**src/rtl/min_max_input_ctrl.sv**
```systemverilog
// Board-side front end for the min/max LED bar. It synchronizes the buttons and switches,
// edits min/max/val under a target FSM, and generates the osc blink square wave.
module min_max_input_ctrl #(
  parameter int unsigned VALSIZE  = 4,
  parameter int unsigned OSC_HALF = 8
) (
  input  logic               clk_i,
  input  logic               rst_i,
  input  logic [1:0]         com_sw_i,
  input  logic               sel_i,
  input  logic               up_i,
  input  logic               down_i,
  output logic [1:0]         com_o,
  output logic [VALSIZE-1:0] min_o,
  output logic [VALSIZE-1:0] max_o,
  output logic [VALSIZE-1:0] val_o,
  output logic               osc_o,
  output logic [1:0]         target_o
);

  localparam int unsigned CNT_W = 16;
  localparam logic [VALSIZE-1:0] VAL_ONES = '1;
  localparam logic [CNT_W-1:0]   CNT_LAST = CNT_W'(OSC_HALF - 1);

  typedef enum logic [1:0] {
    T_MIN = 2'b00,
    T_MAX = 2'b01,
    T_VAL = 2'b10
  } target_t;

  target_t            target;
  logic [4:0]         sync1;    // {com_sw[1:0], sel, up, down}
  logic [2:0]         sync2;    // {sel, up, down}
  logic [2:0]         prev;
  logic [1:0]         warm;
  logic [CNT_W-1:0]   osc_cnt;
  logic               ev_en;
  logic               sel_ev;
  logic               up_ev;
  logic               down_ev;

  // Events are masked until prev holds a real sample, so a button held through reset never fires.
  assign ev_en   = (warm == 2'd3);
  assign sel_ev  = ev_en & sync2[2] & ~prev[2];
  assign up_ev   = ev_en & sync2[1] & ~prev[1];
  assign down_ev = ev_en & sync2[0] & ~prev[0];

  assign target_o = target;

  always_ff @(posedge clk_i or posedge rst_i) begin
    if (rst_i) begin
      sync1   <= '0;
      sync2   <= '0;
      prev    <= '0;
      warm    <= '0;
      com_o   <= '0;
      min_o   <= '0;
      max_o   <= VAL_ONES;
      val_o   <= '0;
      osc_cnt <= '0;
      osc_o   <= 1'b0;
      target  <= T_MIN;
    end else begin
      sync1 <= {com_sw_i, sel_i, up_i, down_i};
      sync2 <= sync1[2:0];
      com_o <= sync1[4:3];
      prev  <= sync2;
      if (warm != 2'd3) warm <= warm + 2'd1;

      // Free-running blink: toggle on each counter wrap.
      if (osc_cnt == CNT_LAST) begin
        osc_cnt <= '0;
        osc_o   <= ~osc_o;
      end else begin
        osc_cnt <= osc_cnt + CNT_W'(1);
      end

      // Conflicting up+down in one cycle cancel; edits use the pre-advance target.
      if (up_ev && !down_ev) begin
        case (target)
          T_MIN:   if (min_o < max_o)    min_o <= min_o + VALSIZE'(1);
          T_MAX:   if (max_o != VAL_ONES) max_o <= max_o + VALSIZE'(1);
          T_VAL:   if (val_o != VAL_ONES) val_o <= val_o + VALSIZE'(1);
          default: ;
        endcase
      end else if (down_ev && !up_ev) begin
        case (target)
          T_MIN:   if (min_o != '0)      min_o <= min_o - VALSIZE'(1);
          T_MAX:   if (max_o > min_o)    max_o <= max_o - VALSIZE'(1);
          T_VAL:   if (val_o != '0)      val_o <= val_o - VALSIZE'(1);
          default: ;
        endcase
      end

      if (sel_ev) begin
        case (target)
          T_MIN:   target <= T_MAX;
          T_MAX:   target <= T_VAL;
          default: target <= T_MIN;
        endcase
      end
    end
  end

endmodule

```
**config.mk**
```make
export PLATFORM = sky130hd
export DESIGN_NAME = min_max_input_ctrl
export DESIGN_NICKNAME = d
export VERILOG_FILES = /design/src/rtl/min_max_input_ctrl.sv
export SDC_FILE = /design/constraint.sdc
export NUM_CORES = 1
export LEC_CHECK = 0
export CORE_MARGIN = 3
export CORE_UTILIZATION = 40
export DETAILED_ROUTE_END_ITERATION = 8
export SETUP_SLACK_MARGIN = 0.05
export SYNTH_ARGS = -nofsm -noshare
export SYNTH_HDL_FRONTEND = slang
export SYNTH_SLANG_ARGS = --single-unit
export TNS_END_PERCENT = 1
```
**constraint.sdc**
```tcl
create_clock -name clk_i -period 3.2 [get_ports clk_i]
set_input_delay 0.32 -clock clk_i [delete_from_list [all_inputs] [get_ports clk_i]]
set_output_delay 0.32 -clock clk_i [all_outputs]
set_load 0.05 [all_outputs]
```
Yosys cells after proc, flatten, opt, wreduce, memory -nomap -nowiden
Cells that the tools add are included.
- register bits: 46
- input bits: 7
- output and inout bits: 17
- $add $sub $neg: 8
- magnitude comparators: 2
- eq/ne operators: 10
- multiplexer cells: 20
- bitwise logic cells: 10
- reductions and logical operators: 14
- operators with widths (operator ; number):
    two-way mux 4 bit ; 18
    adder 16 x 1 -> 16 bit, second input constant ; 1
    == test 16 x 3 -> 1 bit, second input constant ; 1
    two-way mux 16 bit ; 1
    adder 4 x 1 -> 4 bit, second input constant ; 3
    AND reduction 4 bit ; 3
    subtractor 4 x 1 -> 4 bit, second input constant ; 3
    inequality test 4 bit, second input constant ; 2
    nonzero test 2 bit ; 4
    nonzero test 4 bit ; 2
    AND 1 bit ; 6
    inequality test 2 x 1 -> 1 bit, second input constant ; 3
    == test 2 bit, second input constant ; 2
    > comparator 4 bit ; 1
    < comparator 4 bit ; 1
    NOT 1 bit ; 4
    one-hot mux 2 bit (2 select lines) ; 1
    adder 2 x 1 -> 2 bit, second input constant ; 1
    == test 2 x 1 -> 1 bit, second input constant ; 1
    logical AND 1 bit ; 2
    zero test 1 bit ; 2
    zero test 2 bit ; 1
    inequality test 2 bit, second input constant ; 1

Longest topological paths before layout
Gate-level depths: netlist (run 1).
- word-level depth: 7
- depth in mapped cells: 10
- gate-level depth less buffers: 10

Worst setup path before layout (run 1)
No wires, ideal clock.
- path type: register to register
- start point: reg warm[0]
- end point: reg min_o[3]
- arrival: 2.493 ns
- required time: 3.136 ns
- slack: 0.643 ns
- cell stages (with the launch flop): 11
- path buffers: 0
- period minus slack after synthesis: 2.557 ns
- path through: dfrtp_1 ha_1 nand2_1 nor2_1 ha_1 inv_1 ha_1 and3_1 or4_1 o211ai_2 or3_1
- longest elaborated chain between the ends: 7
- ends and longest elaborated chain (what ; line ; text):
    start: declaration ; 35 ; logic [1:0] warm;
    start signal: assignment ; 68 ; if (warm != 2'd3) warm <= warm + 2'd1;
    == test 2 bit * ; 43 ; assign ev_en = (warm == 2'd3);
    AND 1 bit, on equally long branches (2 in series) ; 46, 45 ;
    zero test 1 bit, on equally long branches ; 79, 86 ;
    logical AND 1 bit, on equally long branches ; 79, 86 ;
    inequality test 2 x 1 -> 1 bit (no line) or nonzero test 2 bit (tied branches) ; - ;
    AND reduction 4 bit (no line) ; - ;
    end signal: assignment ; 81 ; T_MIN: if (min_o < max_o) min_o <= min_o + VALSIZE'(1);
    end signal: assignment ; 88 ; T_MIN: if (min_o != '0) min_o <= min_o - VALSIZE'(1);
    end: declaration ; 14 ; output logic [VALSIZE-1:0] min_o,
Mark *: on every way between the ends. The rest lies on a longest branch, timed or not.
A chain may end at the register's enable or synchronous reset.

Worst setup path in the final report (run 1)
- start point: reg warm[0]
- end point: reg max_o[3]
- longest elaborated chain between the ends: 7
- ends and longest elaborated chain (what ; line ; text):
    == test 2 bit * ; 43 ;
    AND 1 bit, on equally long branches (2 in series) ; 46, 45 ;
    zero test 1 bit, on equally long branches ; 79, 86 ;
    logical AND 1 bit, on equally long branches ; 79, 86 ;
    inequality test 2 x 1 -> 1 bit (no line) or nonzero test 2 bit (tied branches) ; - ;
    AND reduction 4 bit (no line) ; - ;
    end signal: assignment ; 82 ; T_MAX: if (max_o != VAL_ONES) max_o <= max_o + VALSIZE'(1);
    end signal: assignment ; 89 ; T_MAX: if (max_o > min_o) max_o <= max_o - VALSIZE'(1);
    end: declaration ; 15 ; output logic [VALSIZE-1:0] max_o,
Marked as above.

==> flow_metrics.py, run 1 <==
metrics = {
    "run_status": {
        "status": "completed",
    },
    "worst_setup_path": {
        "worstPathRequired_ps": 3420,
        "cp-endpoint": "max_o[3]",
        "r2r_setup_slack_ps": 570,
        "startpoint": "warm[0]",
        "critPathLaunchType": "flop",
        "critPathTopFamily": "compound AO/OA/AOI/OAI gates",
        "cp.arrival_ps": 2850,
        "crit_chain": "ha_1 -> nand2_1 -> nor2_1 -> ha_1 -> inv_1 -> buf_4 -> ha_1 -> a21oi_1 -> a211oi_1 -> a221oi_1 -> o2111ai_1",
        "critical_path.max_stage_delay_ps": 410,
        "crit_slowest_cell": "dfrtp_1",
        "path_buf_inv": 2,
        "cp_max_fo": 8,
        "worstReg2RegEnd": "max_o[3]",
        "path_depth": 11,
        "path_common_cell": "ha_1",
        "cp-end-kind": "flop",
        "r2r_start": "warm[0]",
        "worstSetupPathType": "flop to flop",
        "r2r_cells": 11,
    },
    "timing": {
        "worst_pin_slew_ps": 944.0,
        "skew_ps": 11.08,
        "maxSlewViolCount": 0,
        "setup_violations": 0,
        "hold_ws_ps": 356.2,
        "hold_viol": 0,
        "finalCritPeriodShare_pct": 82.13,
        "final.setup.tns_ps": 0,
        "rsz0062_at_grt": "false",
        "min_period_ps": 2628,
        "finalWorstSetupSlack_ps": 571.7,
        "relSlewSlack_pct": 36.97,
        "max_freq_mhz": 380.5,
    },
    "clock_network": {
        "cts.sinks": 46,
        "cts-resized-gates": 0,
        "clock_latency_ps": 300,
        "numCtsBuffers": 5,
        "clockRootBuffer": "clkbuf_8",
        "postCtsHoldBufs": 0,
        "cts_max_level": 2,
        "cts_tree": "built",
        "clk_pin_slew_ps": 100,
        "cts_setup_buffers": 0,
        "cts_buffer_depth": 2,
    },
    "power": {
        "swShare_pct": 43.99,
        "p_seq_share_pct": 36.0,
        "static-leakage-power_nw": 1.169,
        "switchingPower_mw": 1.033,
        "powerDensity_nw_per_um2": 864.0,
        "vdd_drop_max_uv": 600.6,
        "finalPower_mw": 2.348,
        "power.share.clock_pct": 15.7,
        "p_comb_share_pct": 48.3,
        "p_int_mw": 1.315,
    },
    "floorplan": {
        "io_pins": 24,
        "fp.dieArea_um2": 6692,
        "rows": 26,
        "die_x_um": 81.81,
        "start_util_pct": 43.08,
        "fp.dieH_um": 81.81,
        "coreArea_um2": 5335,
    },
    "hold_path": {
        "hold_start": "sync1[2]",
        "hold_path.class": "flop to flop",
    },
    "placed_design": {
        "postPlaceCellArea_um2": 2624,
        "dp_hpwl_um": 2948,
        "portBuffers": 23,
        "gp_congestion": 0.7669,
        "place_ws_ps": 568.6,
    },
    "grt": {
        "track_usage_pct": 14.02,
        "grt_overflow": 0,
        "grt_start_max_net_pins": 47,
        "grt_pass1_wl_um": 7245,
        "grt_pass1_vias": 1597,
        "antenna_found_initial": 0,
    },
    "detailed_routing": {
        "ant_nets": 0,
        "vias": 1531,
        "dr.pass1.iters": 4,
        "avgViaCountPerCell": 5.155,
        "wirelength_um": 3969,
        "drc": 0,
        "wl_per_cell_um": 13.36,
        "first_iter_violations": 40,
    },
    "yosys": {
        "synth-edff-count": 0,
        "synthAdderAreaFrac_pct": 9.690,
        "synth-compound-area-share_pct": 9.472,
        "ys.flop_type": "dfrtp_1",
        "synth-seq-area-share_pct": 50.30,
        "syn_inst": 195,
        "synth_area_um2": 2298,
        "async_flop_share_pct": 100.0,
        "avgSynthCellArea_um2": 11.79,
        "synth_nets": 218,
        "synthMuxAreaShare_pct": 4.300,
        "synth-seq-cells": 46,
        "ys_types": 44,
        "synth_top_family_by_area": "simple AND/OR/NAND/NOR gates",
        "yosys.area_share.simple_pct": 16.28,
        "synth_xor_area_share_pct": 8.002,
        "yosysWarnings": 0,
    },
    "finish": {
        "num-nets-final": 249,
        "drive_above_1_share_pct": 13.66,
        "final_cell_area_um2": 2718,
        "antenna_cells": 0,
        "area_growth_pct": 18.24,
    },
    "job": {
        "maxCapViolCount": 0,
    },
}
flip-flops by register name, summed over array words and instances (netlist names):
signal / count
osc_cnt: 16
val_o: 4
com_o: 2
target_o: 2
sync2: 3
max_o: 4
sync1: 5
prev: 3
osc_o: 1
warm: 2
min_o: 4
cell type report:
type	count	area (µm²)
Inverter	10	37.54
Clock inverter	3	25.02
Clock buffer	5	68.82
Timing Repair Buffer	25	245.2
Multi-Input combinational cell	138	1097
Tap cell	70	87.58
Sequential cell	46	1156
Fill cell	501	2618
power by group through the flow:
stage	logic [mW]	registers, mW	clock network [mW]
final	1.13	0.846	0.368
after global routing	1.25	0.877	0.409
after CTS	1.15	0.853	0.386
after detailed placement	1.14	0.865	0
after global placement	1.13	0.866	0
after floorplan	0.554	1.12	0
per-stage QoR:
stage | util [%] | instances
global route | 50.94 | 297
global placement | 49.18 | 289
finish | 50.94 | 297
detailed placement | 49.18 | 289
floorplan | - | 195
CTS | 50.94 | 297
worst min path at each step:
stage / end / cells after the start / slack [ps]
2_1_floorplan: com_o[0] / 0 / 330
3_3_place_gp: com_o[1] / 0 / 330
3_5_place_dp: sync2[2] / 0 / 340
4_1_cts: sync2[2] / 0 / 360
5_1_grt: com_o[0] / 0 / 370
6_report: sync2[2] / 0 / 360
layer usage:
| layer | up-vias | global-route usage (%) | share of wire, % |
|---|---|---|---|
| li1 | 773 | - | - |
| met1 | 731 | 18.56 | 48 |
| met2 | 23 | 22.37 | 46 |
| met3 | 4 | 3.509 | 4.3 |
| met4 | 0 | 4.817 | 0.76 |
| met5 | - | 0 | 0 |
worst register-to-register path, stage by stage, from the launching register on:
cell       delay, ps
dfrtp_1          410
ha_1             270
nand2_1           80
nor2_1            40
ha_1             190
inv_1            220
buf_4            220
ha_1             270
a21oi_1          270
a211oi_1         120
a221oi_1         300
o2111ai_1        160
cell usage after synthesis, types with 7 or more instances:
| library cell | number | area (µm²) |
|---|---|---|
| dfrtp_1 | 42 | 1051 |
| ha_1 | 13 | 162.7 |
| inv_1 | 10 | 37.54 |
| mux2_2 | 7 | 78.83 |
| nand2_1 | 10 | 37.54 |
| nand3_1 | 9 | 45.04 |
| nor2_1 | 10 | 37.54 |
| nor3_1 | 11 | 55.05 |
| xnor2_1 | 11 | 96.34 |
| xor2_1 | 10 | 87.58 |
layout by cell type, fill, tap and decap left out, types with 2 or more instances in the layout:
cell type / netlist / final
xnor2_1: 11 / 11
and4_1: 4 / 4
nor2_1: 10 / 10
dfstp_2: 4 / 4
mux2_2: 7 / 7
and3_1: 4 / 4
buf_4: 1 / 2
or3_1: 4 / 4
nand4_1: 4 / 4
xor2_1: 10 / 10
inv_1: 10 / 9
or4_1: 3 / 3
ha_1: 13 / 13
o211ai_1: 2 / 2
a211oi_1: 2 / 2
nand3_1: 9 / 9
fa_1: 3 / 3
clkbuf_8: 0 / 5
o21ai_0: 2 / 2
nand3b_1: 2 / 2
clkdlybuf4s50_1: 0 / 23
nand2_1: 10 / 10
a21oi_1: 2 / 2
nor3_1: 11 / 11
a21o_1: 3 / 3
mux2i_1: 2 / 2
nor4_1: 2 / 2
dfrtp_1: 42 / 42
cells by family (layout without fill, tap and decap cells):
kind of cell,count (synthesis),after routing
buf+inv,11,43
flops,46,46
simple gates,68,68
fa+ha+maj,16,16
xor+xnor,21,21
mux,9,9
compound gates,24,24
Power figures use the tool's default switching activity.
==> inputs of run 2 (changes only) <==
- clock period: 3.2 -> 2.5 ns (I/O delays scaled with it)
==> flow_metrics.py, run 2 (synthesized netlist as in run 1, its figures left out) <==
metrics = {
    "run_status": {
        "status": "completed",
    },
    "worst_setup_path": {
        "critPathLaunchType": "flop",
        "cp-end-kind": "flop",
        "path_buf_inv": 1,
        "crit_slowest_cell": "or4_1",
        "worstSetupPathType": "flop to flop",
        "critical_path.max_stage_delay_ps": 520,
        "cp.arrival_ps": 2520,
        "critPathTopFamily": "simple AND/OR/NAND/NOR gates",
        "worstPathRequired_ps": 2690,
        "crit_chain": "ha_2 -> nand2_1 -> nor2_1 -> ha_2 -> buf_4 -> or4_1 -> o22ai_1 -> nor2_1 -> mux2_2",
        "cp_max_fo": 13,
    },
    "power": {
        "vdd_drop_max_uv": 674.1,
        "powerDensity_nw_per_um2": 1111,
        "static-leakage-power_nw": 1.204,
    },
    "finish": {
        "area_growth_pct": 21.45,
        "reg_top3": "osc_cnt: 16 flops, sync1: 5 flops",
        "layout_commonest_cell": "dfrtp_1",
        "antenna_cells": 0,
        "final_cell_mix": "dfrtp_1, clkdlybuf4s50_1, nor3_1, xnor2_1, ha_1",
        "drive_above_1_share_pct": 16.88,
        "fillers": 482,
        "final_cell_area_um2": 2791,
        "num-nets-final": 253,
        "top_register": "osc_cnt",
        "largest_reg_flops": 16,
    },
    "floorplan": {
        "io_pins": 24,
        "rows": 26,
        "fp.dieArea_um2": 6692,
        "coreArea_um2": 5335,
        "fp.dieH_um": 81.81,
        "die_x_um": 81.81,
        "start_util_pct": 43.08,
    },
    "detailed_routing": {
        "wl_per_cell_um": 13.08,
        "vias": 1553,
        "drc": 0,
        "avgViaCountPerCell": 5.159,
        "wirelength_um": 3938,
        "ant_nets": 0,
        "first_iter_violations": 46,
        "dr.pass1.iters": 4,
    },
    "timing": {
        "skew_ps": 4.105,
        "rsz0062_at_grt": "false",
        "relSlewSlack_pct": 65.02,
        "maxSlewViolCount": 0,
        "finalCritPeriodShare_pct": 93.30,
        "final.setup.tns_ps": 0,
        "max_freq_mhz": 428.7,
        "min_period_ps": 2332,
        "hold_viol": 0,
        "setup_violations": 0,
        "worst_pin_slew_ps": 523.9,
    },
    "grt": {
        "grt_overflow": 0,
        "antenna_found_initial": 0,
        "track_usage_pct": 13.66,
        "grt_pass1_vias": 1534,
        "grt_pass1_wl_um": 7120,
        "grt_start_max_net_pins": 25,
    },
    "clock_network": {
        "cts.sinks": 46,
        "clockRootBuffer": "clkbuf_8",
        "cts_max_level": 2,
        "clock_latency_ps": 290,
        "postCtsHoldBufs": 0,
        "cts_tree": "built",
        "numCtsBuffers": 5,
        "clk_pin_slew_ps": 90,
        "cts_buffer_depth": 2,
    },
    "job": {
        "maxCapViolCount": 0,
    },
    "placed_design": {
        "gp_congestion": 0.7323,
        "dp_hpwl_um": 2935,
        "portBuffers": 23,
        "postPlaceCellArea_um2": 2659,
    },
    "hold_path": {
        "hold_path.class": "input port to async pin",
    },
}
==> run 2: power by group <==
part	leakage [nW]	switching [mW]	internal [mW]
sequential	0.563	0.205	0.884
clock	0.0585	0.259	0.300
combinational	0.582	0.853	0.601
total	1.20	1.32	1.78
==> run 2: what timing repair did <==
item	in CTS	in global routing
setup buffers	0	1
setup endpoints to repair	0	5
resized for setup	0	4
==> run 2: final timing paths <==
kind / from / endpoint / slack (ps) / depth (start not counted)
min reg2reg: sync1[1] / sync2[1] / 350 / 0
min in group clk_i: sync1[1] / sync2[1] / 350 / 0
max reg2reg: warm[0] / val_o[1] / 170 / 9
max in group asynchronous: rst_i / max_o[3] / 1620 / 3
max: warm[0] / val_o[1] / 170 / 9
min: rst_i / com_o[1] / 300 / 2
==> run 2: layout make-up <==
| type | count | area, µm² | area share (%) |
|---|---|---|---|
| clock buffer | 5 | 68.82 | 2.465 |
| inverter | 10 | 40.04 | 1.434 |
| timing repair buffer | 29 | 287.8 | 10.31 |
| tap | 70 | 87.58 | 3.138 |
| clock inverter | 3 | 43.79 | 1.569 |
| sequential | 46 | 1156 | 41.42 |
| multi-input combinational | 138 | 1107 | 39.67 |
==> run 2: worst reg2reg max path, stage by stage (launching register included) <==
cell	delay [ps]
dfrtp_1	390
ha_2	200
nand2_1	60
nor2_1	50
ha_2	200
buf_4	190
or4_1	520
o22ai_1	250
nor2_1	100
mux2_2	280
==> run 2: through the flow <==
stage	std cells	hold WS, ps	util, %	setup slack, ps	total power, mW
3_5_place_dp	292	335.8	49.84	114.4	2.571
5_1_grt	301	360.8	52.32	32.76	3.337
6_report	301	304.2	52.32	167.5	3.100
3_3_place_gp	292	332.3	49.84	160.8	2.558
2_1_floorplan	195	281.4	-	79.67	2.148
4_1_cts	300	313.2	51.95	91.68	3.139
==> run 2: per-layer routing <==
metal / up-vias / wire length (µm) / GRT usage [%]
met5: - / 0 / 0
met4: 0 / 37 / 3.322
met3: 5 / 142 / 3.509
met2: 23 / 1735 / 20.84
met1: 745 / 2023 / 19.44
li1: 780 / - / -
